==> src/rtl/serial_add_ctrl.sv <==
// Bit-serial add sequencer: feeds one shared 1-bit full adder LSB-first and
// returns the WIDTH-bit sum plus carry-out over a valid/ready handshake.
module serial_add_ctrl #(
  parameter int WIDTH = 8,
  parameter int CNTW  = 4
) (
  input  logic             clk,
  input  logic             rst,
  input  logic             abort,
  input  logic             in_valid,
  output logic             in_ready,
  input  logic [WIDTH-1:0] in_a,
  input  logic [WIDTH-1:0] in_b,
  input  logic             in_ci,
  output logic             out_valid,
  input  logic             out_ready,
  output logic [WIDTH-1:0] out_sum,
  output logic             out_co,
  output logic             busy,
  output logic             add_a,
  output logic             add_b,
  output logic             add_ci,
  input  logic             add_sum,
  input  logic             add_co
);

  typedef enum logic [1:0] {IDLE, RUN, DONE} state_t;

  localparam logic [CNTW-1:0] LAST = CNTW'(WIDTH - 1);

  state_t           state;
  logic [WIDTH-1:0] a_sr, b_sr, sum_sr;
  logic             carry;
  logic [CNTW-1:0]  cnt;

  always_ff @(posedge clk) begin
    if (rst) begin
      state     <= IDLE;
      a_sr      <= '0;
      b_sr      <= '0;
      sum_sr    <= '0;
      carry     <= 1'b0;
      cnt       <= '0;
      out_valid <= 1'b0;
      busy      <= 1'b0;
    end else if (abort && state != IDLE) begin
      // Drop the operation; result registers keep whatever they held.
      state     <= IDLE;
      out_valid <= 1'b0;
      busy      <= 1'b0;
    end else begin
      case (state)
        IDLE: if (in_valid) begin
          a_sr  <= in_a;
          b_sr  <= in_b;
          carry <= in_ci;
          cnt   <= '0;
          busy  <= 1'b1;
          state <= RUN;
        end
        RUN: begin
          carry  <= add_co;
          a_sr   <= a_sr >> 1;
          b_sr   <= b_sr >> 1;
          // New sum bit enters at the MSB so bit 0 lands at position 0 after WIDTH shifts.
          sum_sr <= (sum_sr >> 1) | (WIDTH'(add_sum) << (WIDTH - 1));
          cnt    <= cnt + 1'b1;
          if (cnt == LAST) begin
            state     <= DONE;
            out_valid <= 1'b1;
          end
        end
        DONE: if (out_ready) begin
          state     <= IDLE;
          out_valid <= 1'b0;
          busy      <= 1'b0;
        end
        default: state <= IDLE;
      endcase
    end
  end

  assign in_ready = (state == IDLE);
  assign add_a    = (state == RUN) & a_sr[0];
  assign add_b    = (state == RUN) & b_sr[0];
  assign add_ci   = (state == RUN) & carry;
  assign out_sum  = sum_sr;
  assign out_co   = carry;

endmodule

==> config.mk <==
export PLATFORM = sky130hd
export DESIGN_NAME = serial_add_ctrl
export DESIGN_NICKNAME = d
export VERILOG_FILES = /design/src/rtl/serial_add_ctrl.sv
export SDC_FILE = /design/constraint.sdc
export NUM_CORES = 1
export LEC_CHECK = 0
export CAP_MARGIN = 20
export CORE_MARGIN = 2
export CORE_UTILIZATION = 25
export CTS_CLUSTER_SIZE = 12
export DETAILED_ROUTE_END_ITERATION = 7
export MAX_ROUTING_LAYER = met4
export PLACE_DENSITY = 0.55
export SKIP_CTS_REPAIR_TIMING = 1
export SYNTH_ARGS = -nofsm -noshare
export SYNTH_HDL_FRONTEND = slang
export SYNTH_SLANG_ARGS = --single-unit
==> constraint.sdc <==
create_clock -name clk -period 1.8 [get_ports clk]
set_clock_uncertainty 0.1 [all_clocks]
set_input_delay 0.45 -clock clk [delete_from_list [all_inputs] [get_ports clk]]
set_output_delay 0.45 -clock clk [all_outputs]
set_load 0.01 [all_outputs]
After elaboration in Yosys (flattened, before gate mapping). Index checks and enable logic that the tools add are counted.

$add $sub $neg: 1. $mul: 0. Divide/modulo/power cells: 0. Magnitude comparators: 0. Eq/ne operators: 6. Shifts and indexed selects: 0. Multiplexer cells: 17. Bitwise logic cells: 5. Reduce and logical (&&, ||, !) cells: 12.

Operators by type and width (count): one-hot mux 8 bit (2 select lines) (2); 2-to-1 mux 8 bit (2); AND reduction 3 bit (4); OR 7 x 8 -> 8 bit (1); one-hot mux 4 bit (2 select lines) (1); nonzero test 2 bit (4); 2-to-1 mux 2 bit (3); != test 2 bit, second input constant (3); one-hot mux 1 bit (2 select lines) (3); one-hot mux 2 bit (3 select lines) (1); adder 4 x 1 -> 4 bit, second input constant (1); equality test 4 x 3 -> 1 bit, second input constant (1); 2-to-1 mux 1 bit (4); 2-to-1 mux 4 bit (1); AND 1 bit (3); equality test 2 x 1 -> 1 bit, second input constant (1); equality test 2 bit, second input constant (1); zero test 2 bit (1); AND reduction 2 bit (1); OR reduction 2 bit (1); logical AND 1 bit (1); NOT 1 bit (1).

Register bits after elaboration: 33. Bits in latches: 0. Bits in writable memories: 0. ROM bits: 0. Bits of input ports: 24. Memories: 0.

Longest topological paths before layout. Gate-level depths: netlist of the first run.

Depth after elaboration: 4. Gate-level depth with buffers: 5. Gate-level depth less buffers: 4.

Worst setup path before layout of the first run. No wires, ideal clock.

Kind: input to register. Start point: in in_valid. End point: reg a_sr[5]. Library setup time: 119 ps. Data arrival time: 1304 ps. Required time: 1581 ps. Setup slack: 277 ps. Cell stages on the path: 4. Cell sequence: or3b_1 buf_2 buf_6 o221a_2.

Cells in the longest elaborated chain, start to end: 2.

Ends and longest elaborated chain: from (decl) (line 10) `input logic in_valid,`; != test 2 bit (no source line); AND reduction 3 bit (no source line); to (signal assigned) (line 54) `a_sr <= in_a;`; to (signal assigned) (line 63) `a_sr <= a_sr >> 1;`; to (decl) (line 32) `logic [WIDTH-1:0] a_sr, b_sr, sum_sr;`.

No other way between the ends. A chain may end at the register's enable or synchronous reset.

Worst setup path in the final report of the first run.
Start point: in in_valid. End point: reg b_sr[5].

Cells in the longest elaborated chain, start to end: 2.

Ends and longest elaborated chain: != test 2 bit (no source line); AND reduction 3 bit (no source line); to (signal assigned) (line 55) `b_sr <= in_b;`; to (signal assigned) (line 64) `b_sr <= b_sr >> 1;`; to (decl) (line 32).

No other way between the ends.

==> results of run 1 <==
## flip-flops by register name (all words and copies together) (netlist names)
| register | count |
|---|---|
| out_valid | 1 |
| out_co | 1 |
| out_sum | 8 |
| b_sr | 8 |
| state | 2 |
| a_sr | 8 |
| busy | 1 |
| cnt | 4 |
## cells by family after synthesis
family,after synthesis
adders and majority gates,1
AOI/OAI and AO/OA,58
DFF,33
and+or+nand+nor,42
buffers and inverters,29
## layer usage
| metal | routed length (um) | part of all wire (%) | GRT usage [%] | vias to the layer above |
|---|---|---|---|---|
| li1 | - | - | - | 669 |
| met1 | 1695 | 48 | 14.53 | 600 |
| met2 | 1645 | 46 | 18.57 | 22 |
| met3 | 160 | 4.5 | 4.638 | 7 |
| met4 | 36 | 1.0 | 3.621 | 0 |
| met5 | 0 | 0 | - | - |
## Yosys cell counts
cell type and n:
and4b_1 1, inv_1 18, or3b_2 1, and2_1 3
buf_6 1, nor2b_1 2, a32oi_1 3, nor2_1 3
nor3b_2 1, nand2b_1 2, o21ai_0 5, or3b_1 1
o31ai_1 2, dfxtp_1 33, buf_2 7, nor3_1 1
or3_1 1, or4_1 2, nor2_2 1, o21bai_2 1
nand2_1 19, a21oi_1 31, clkbuf_1 3, nand3b_1 1
o21bai_1 1, and2_0 1, nand4_1 1, o221a_2 15
ha_1 1, nand3_1 1
## worst min path at each step
| stage | slack (ns) | to | cells after the start | startpoint |
|---|---|---|---|---|
| 3_5_place_dp | 0.36 | out_sum[0] | 2 | out_sum[0] |
| 4_1_cts | 0.37 | out_sum[0] | 2 | out_sum[0] |
| 6_report | 0.36 | out_sum[0] | 2 | out_sum[0] |
| 3_3_place_gp | 0.35 | out_sum[0] | 2 | out_sum[0] |
| 2_1_floorplan | 0.35 | cnt[3] | 2 | cnt[3] |
| 5_1_grt | 0.38 | busy | 2 | busy |
## power groups by stage
stage	clock (mW)	combinational, mW	sequential [mW]
5_1_grt	0.558	0.295	0.806
4_1_cts	0.524	0.269	0.800
3_5_place_dp	0	0.269	0.815
6_report	0.506	0.267	0.800
2_1_floorplan	0	0.139	0.814
3_3_place_gp	0	0.267	0.816
## cell type report
| class | instances | area, um^2 | area share [%] |
|---|---|---|---|
| Multi-Input combinational cell | 101 | 653.1 | 31.81 |
| Clock inverter | 1 | 5.005 | 0.2438 |
| Clock buffer | 5 | 68.82 | 3.352 |
| Tap cell | 72 | 90.09 | 4.388 |
| Inverter | 18 | 67.56 | 3.291 |
| Sequential cell | 33 | 660.6 | 32.18 |
| Timing Repair Buffer | 52 | 508.0 | 24.74 |
## stage by stage
step / total power, mW / hold WS, ns / TNS (ns)
2_1_floorplan: 0.9524 / 0.3460 / 0
3_3_place_gp: 1.083 / 0.3456 / -7.592
3_5_place_dp: 1.084 / 0.3568 / -7.615
4_1_cts: 1.593 / 0.3654 / -3.234
5_1_grt: 1.658 / 0.3833 / 0
6_report: 1.573 / 0.3634 / 0
## critical path, cell delays in order
cell,delay (ns)
clkdlybuf4s50_1,0.53
or3b_1,0.36
buf_4,0.21
o221a_2,0.28
==> out/metrics.cfg, run 1 <==
[final_layout]
final_common_cell = clkdlybuf4s50_1
fin_cells = 282
nNetsFinal = 236
post-route-util_pct = 37.29
diodes = 0
design_area_mm2 = 0.002053
drive_gt1_share_pct = 19.05
final_cell_mix = 34 x clkdlybuf4s50_1, 33 x dfxtp_1, 31 x a21oi_1
area_growth_pct = 43.44
nFillCells = 571

[setup_path]
crit_required_ns = 1.87
criticalPathCategory = input port to register
start_kind = input port
startpoint = in_valid
critPathMaxFanout = 17
worstSetupEndpointType = register
r2r_setup_slack_ns = 0.25
worstPathArrival_ns = 1.83
r2r_start = state[1]
endpoint = b_sr[5]
r2r_cells = 5
rr_endpoint = cnt[2]

[floorplan]
die_h_um = 79.67
fp-row-count = 27
die_w_um = 79.67
pin_count = 39
dieArea_mm2 = 0.006347
coreArea_mm2 = 0.005507
start_util_pct = 25.99

[route]
drt_first_iter_violations = 74
vias = 1298
wirelength_mm = 3.538
drtPass1Iterations = 4
post-route-drc-count = 0
vias_per_cell = 4.603
wl_per_cell_um = 12.55
ant_nets = 0

[synth]
seq_area_frac_synth_pct = 46.15
ys_warn_count = 0
ys_types = 30
muxShareOfSynthArea_pct = 0
synth-xor-area-share_pct = 0
syn_area_mm2 = 0.001431
ys_ff_latch = 33
syn-instance-count = 163
avgSynthCellArea_um2 = 8.781
synth_fa_ha_area_share_pct = 0.8741
synth_top_area_cell = dfxtp_1
synth_area_leaders = dfxtp_1 46%, o221a_2 12%, a21oi_1 11%
synth_compound_area_share_pct = 28.58
synth_fp_nets = 188
yosys.area_share.simple_pct = 15.65
synth_top_family_by_area = compound AO/OA/AOI/OAI gates
yosysTopAreaCellShare_pct = 46.15

[pwr]
p_comb_share_pct = 17.0
seqPwrFrac_pct = 50.9
p_leak_nw = 0.8182
intPower_mw = 1.180
ir_worst_vdd_mv = 0.3154
p_switching_mw = 0.3927
powerDensity_mw_per_mm2 = 766.2
pwr-share-clk_pct = 32.1
switching_share_pct = 24.96

[clock_network]
cts_max_level = 2
cts_tree = done
clkLatencyLatePin_ns = 0.28
path_clk_slew_ns = 0.06
cts_buffers = 5
cts_max_path_buffers = 2
clock-sinks = 33
clockRootBuffer = clkbuf_8

[placed_design]
hpwlAfterDp_mm = 2.464
dpl-instance-area_mm2 = 0.001962
io_buffers = 38
gp_congestion = 0.7318
place_ws_ns = -0.4158
placed_cells = 276

[global_routing]
track_usage_pct = 12.03
grt_max_degree = 24
overflow = 0
antenna_found_initial = 0
grt_pass1_wl_mm = 5.713
first_global_vias = 1215

[job]
drv_cap = 0

[timing]
worst_slack_ns = 0.03801
setup_viol = 0
fmax_mhz = 567.5
grt_setup_unrepaired = false
period_needed_ns = 1.762
hold_violations = 0
worst_slew_pin_slew_ns = 0.3785
period_share_pct = 97.89
maxSlewViolCount = 0
worst_slew_margin_rel_pct = 74.71

[status]
outcome = completed

[hold_path]
hold_path.class = register to register

Power figures use the tool's default switching activity.
==> run 2, diff against run 1 <==
--- a/config.mk
+++ b/config.mk
@@ -5,7 +5,6 @@
 export SDC_FILE = /design/constraint.sdc
 export NUM_CORES = 1
 export LEC_CHECK = 0
-export CAP_MARGIN = 20
 export CORE_MARGIN = 2
 export CORE_UTILIZATION = 25
 export CTS_CLUSTER_SIZE = 12
==> results of run 2 <==
The final DEF is identical to that of run 1; final timing and power are the same.
==> run 3, diff against run 2 <==
--- a/config.mk
+++ b/config.mk
@@ -12,6 +12,7 @@
 export MAX_ROUTING_LAYER = met4
 export PLACE_DENSITY = 0.55
 export SKIP_CTS_REPAIR_TIMING = 1
+export SKIP_LAST_GASP = 1
 export SYNTH_ARGS = -nofsm -noshare
 export SYNTH_HDL_FRONTEND = slang
 export SYNTH_SLANG_ARGS = --single-unit
==> out/metrics.cfg, run 3 (synthesis results as in run 1) <==
[clock_network]
clkLatencyLatePin_ns = 0.28  ; about the same
clock-sinks = 33  ; unchanged
clockRootBuffer = clkbuf_8
cts_tree = done
path_clk_slew_ns = 0.06  ; about the same
cts_buffers = 5  ; unchanged
cts_max_level = 2  ; unchanged
cts_max_path_buffers = 2  ; unchanged

[timing]
grt_setup_unrepaired = true
worst_slew_margin_rel_pct = 74.72  ; about the same
period_needed_ns = 1.777  ; +0.01473 ns
setup_viol = 0  ; unchanged
period_share_pct = 98.71  ; +0.82 points
fmax_mhz = 562.8  ; -0.83%
hold_violations = 0  ; unchanged
worst_slew_pin_slew_ns = 0.3783  ; -0.0001320 ns
maxSlewViolCount = 0  ; unchanged
fin_tns_setup_ns = 0  ; unchanged

[final_layout]
nFillCells = 571  ; unchanged
area_growth_pct = 43.44  ; unchanged
nNetsFinal = 236  ; unchanged
design_area_mm2 = 0.002053  ; unchanged
fin_cells = 282  ; unchanged
final_cell_mix = 34 x clkdlybuf4s50_1, 33 x dfxtp_1, 31 x a21oi_1
drive_gt1_share_pct = 19.05  ; unchanged
final_common_cell = clkdlybuf4s50_1
diodes = 0  ; unchanged

[pwr]
ir_worst_vdd_mv = 0.3154  ; unchanged
p_leak_nw = 0.8173  ; -0.11%
powerDensity_mw_per_mm2 = 766.2  ; about the same

[job]
drv_cap = 0  ; unchanged

[setup_path]
crit_required_ns = 1.92  ; +0.05 ns
criticalPathCategory = input port to register
critPathMaxFanout = 5  ; -12
start_kind = input port
endpoint = cnt[3]
startpoint = abort
r2r_setup_slack_ns = 0.24  ; about the same
worstPathArrival_ns = 1.89  ; +0.06 ns
worstSetupEndpointType = register
rr_endpoint = cnt[3]
r2r_start = state[0]
r2r_cells = 4  ; -1

[route]
vias = 1295  ; -0.23%
wl_per_cell_um = 12.57  ; +0.20%
drt_first_iter_violations = 74  ; unchanged
post-route-drc-count = 0  ; unchanged
drtPass1Iterations = 4  ; unchanged
wirelength_mm = 3.545  ; +0.20%
ant_nets = 0  ; unchanged
vias_per_cell = 4.592  ; -0.23%

[status]
outcome = completed

[global_routing]
grtUsageMet2_pct = 18.57  ; unchanged
track_usage_pct = 12.03  ; unchanged
grt_use_met3_pct = 4.638  ; unchanged
met1_usage_pct = 14.53  ; unchanged
antenna_found_initial = 0  ; unchanged
first_global_vias = 1215  ; unchanged
overflow = 0  ; unchanged
grt_pass1_wl_mm = 5.713  ; unchanged
top_usage_layer = met2
grt_max_degree = 24  ; unchanged

[placed_design]
io_buffers = 38  ; unchanged
placed_cells = 276  ; unchanged
gp_congestion = 0.7318  ; unchanged
hpwlAfterDp_mm = 2.464  ; unchanged
dpl-instance-area_mm2 = 0.001962  ; unchanged

[floorplan]
fp-row-count = 27  ; unchanged
die_h_um = 79.67  ; unchanged
start_util_pct = 25.99  ; unchanged
pin_count = 39  ; unchanged
dieArea_mm2 = 0.006347  ; unchanged
coreArea_mm2 = 0.005507  ; unchanged
die_w_um = 79.67  ; unchanged

[hold_path]
hold_path.class = register to register

## run 3: final cells by class
class | instances | area (um^2) | area share, %
inverters | 18 | 67.56 | 3.291
clock inverters | 1 | 5.005 | 0.2438
multi-input cells | 101 | 653.1 | 31.81
well taps | 72 | 90.09 | 4.388
clock buffers | 5 | 68.82 | 3.352
repair buffers | 52 | 508.0 | 24.74
flip-flops and latches | 33 | 660.6 | 32.18
## run 3: critical path, stage by stage
cell and delay [ns]:
clkdlybuf4s50_1 0.47, and2_0 0.28, or4_1 0.54, a21oi_1 0.15
## run 3: per-layer routing
metal / vias up / routed length, um / part of all wire (%)
met5: - / 0 / 0
met4: 0 / 36 / 1.0
met3: 7 / 160 / 4.5
met2: 22 / 1642 / 46
met1: 597 / 1705 / 48
li1: 669 / - / -
## run 3: worst min path at each step
| stage | to | depth (start not counted) | from | slack (ns) |
|---|---|---|---|---|
| finish | out_sum[0] | 2 | out_sum[0] | 0.36 |
| global route | busy | 2 | busy | 0.38 |
| floorplan | cnt[3] | 2 | cnt[3] | 0.35 |
| CTS | out_sum[0] | 2 | out_sum[0] | 0.37 |
| global placement | out_sum[0] | 2 | out_sum[0] | 0.35 |
| detailed placement | out_sum[0] | 2 | out_sum[0] | 0.36 |
## run 3: report_power, final
group | leakage [nW] | internal [mW] | switching, mW | total [mW]
clock network | 0.0399 | 0.254 | 0.252 | 0.506
logic | 0.506 | 0.151 | 0.117 | 0.267
registers | 0.271 | 0.776 | 0.0244 | 0.800
total | 0.817 | 1.18 | 0.393 | 1.57
## run 3: through the flow
stage               setup WS [ns]  total power [mW]  util, %  hold slack (ns)
finish                    0.02327             1.573    37.29           0.3634
global route            -0.006543             1.658    37.29           0.3833
CTS                       -0.3158             1.593    36.97           0.3654
detailed placement        -0.4158             1.084    35.63           0.3568
global placement          -0.4085             1.083    35.63           0.3456
floorplan                  0.2769            0.9524        -           0.3460
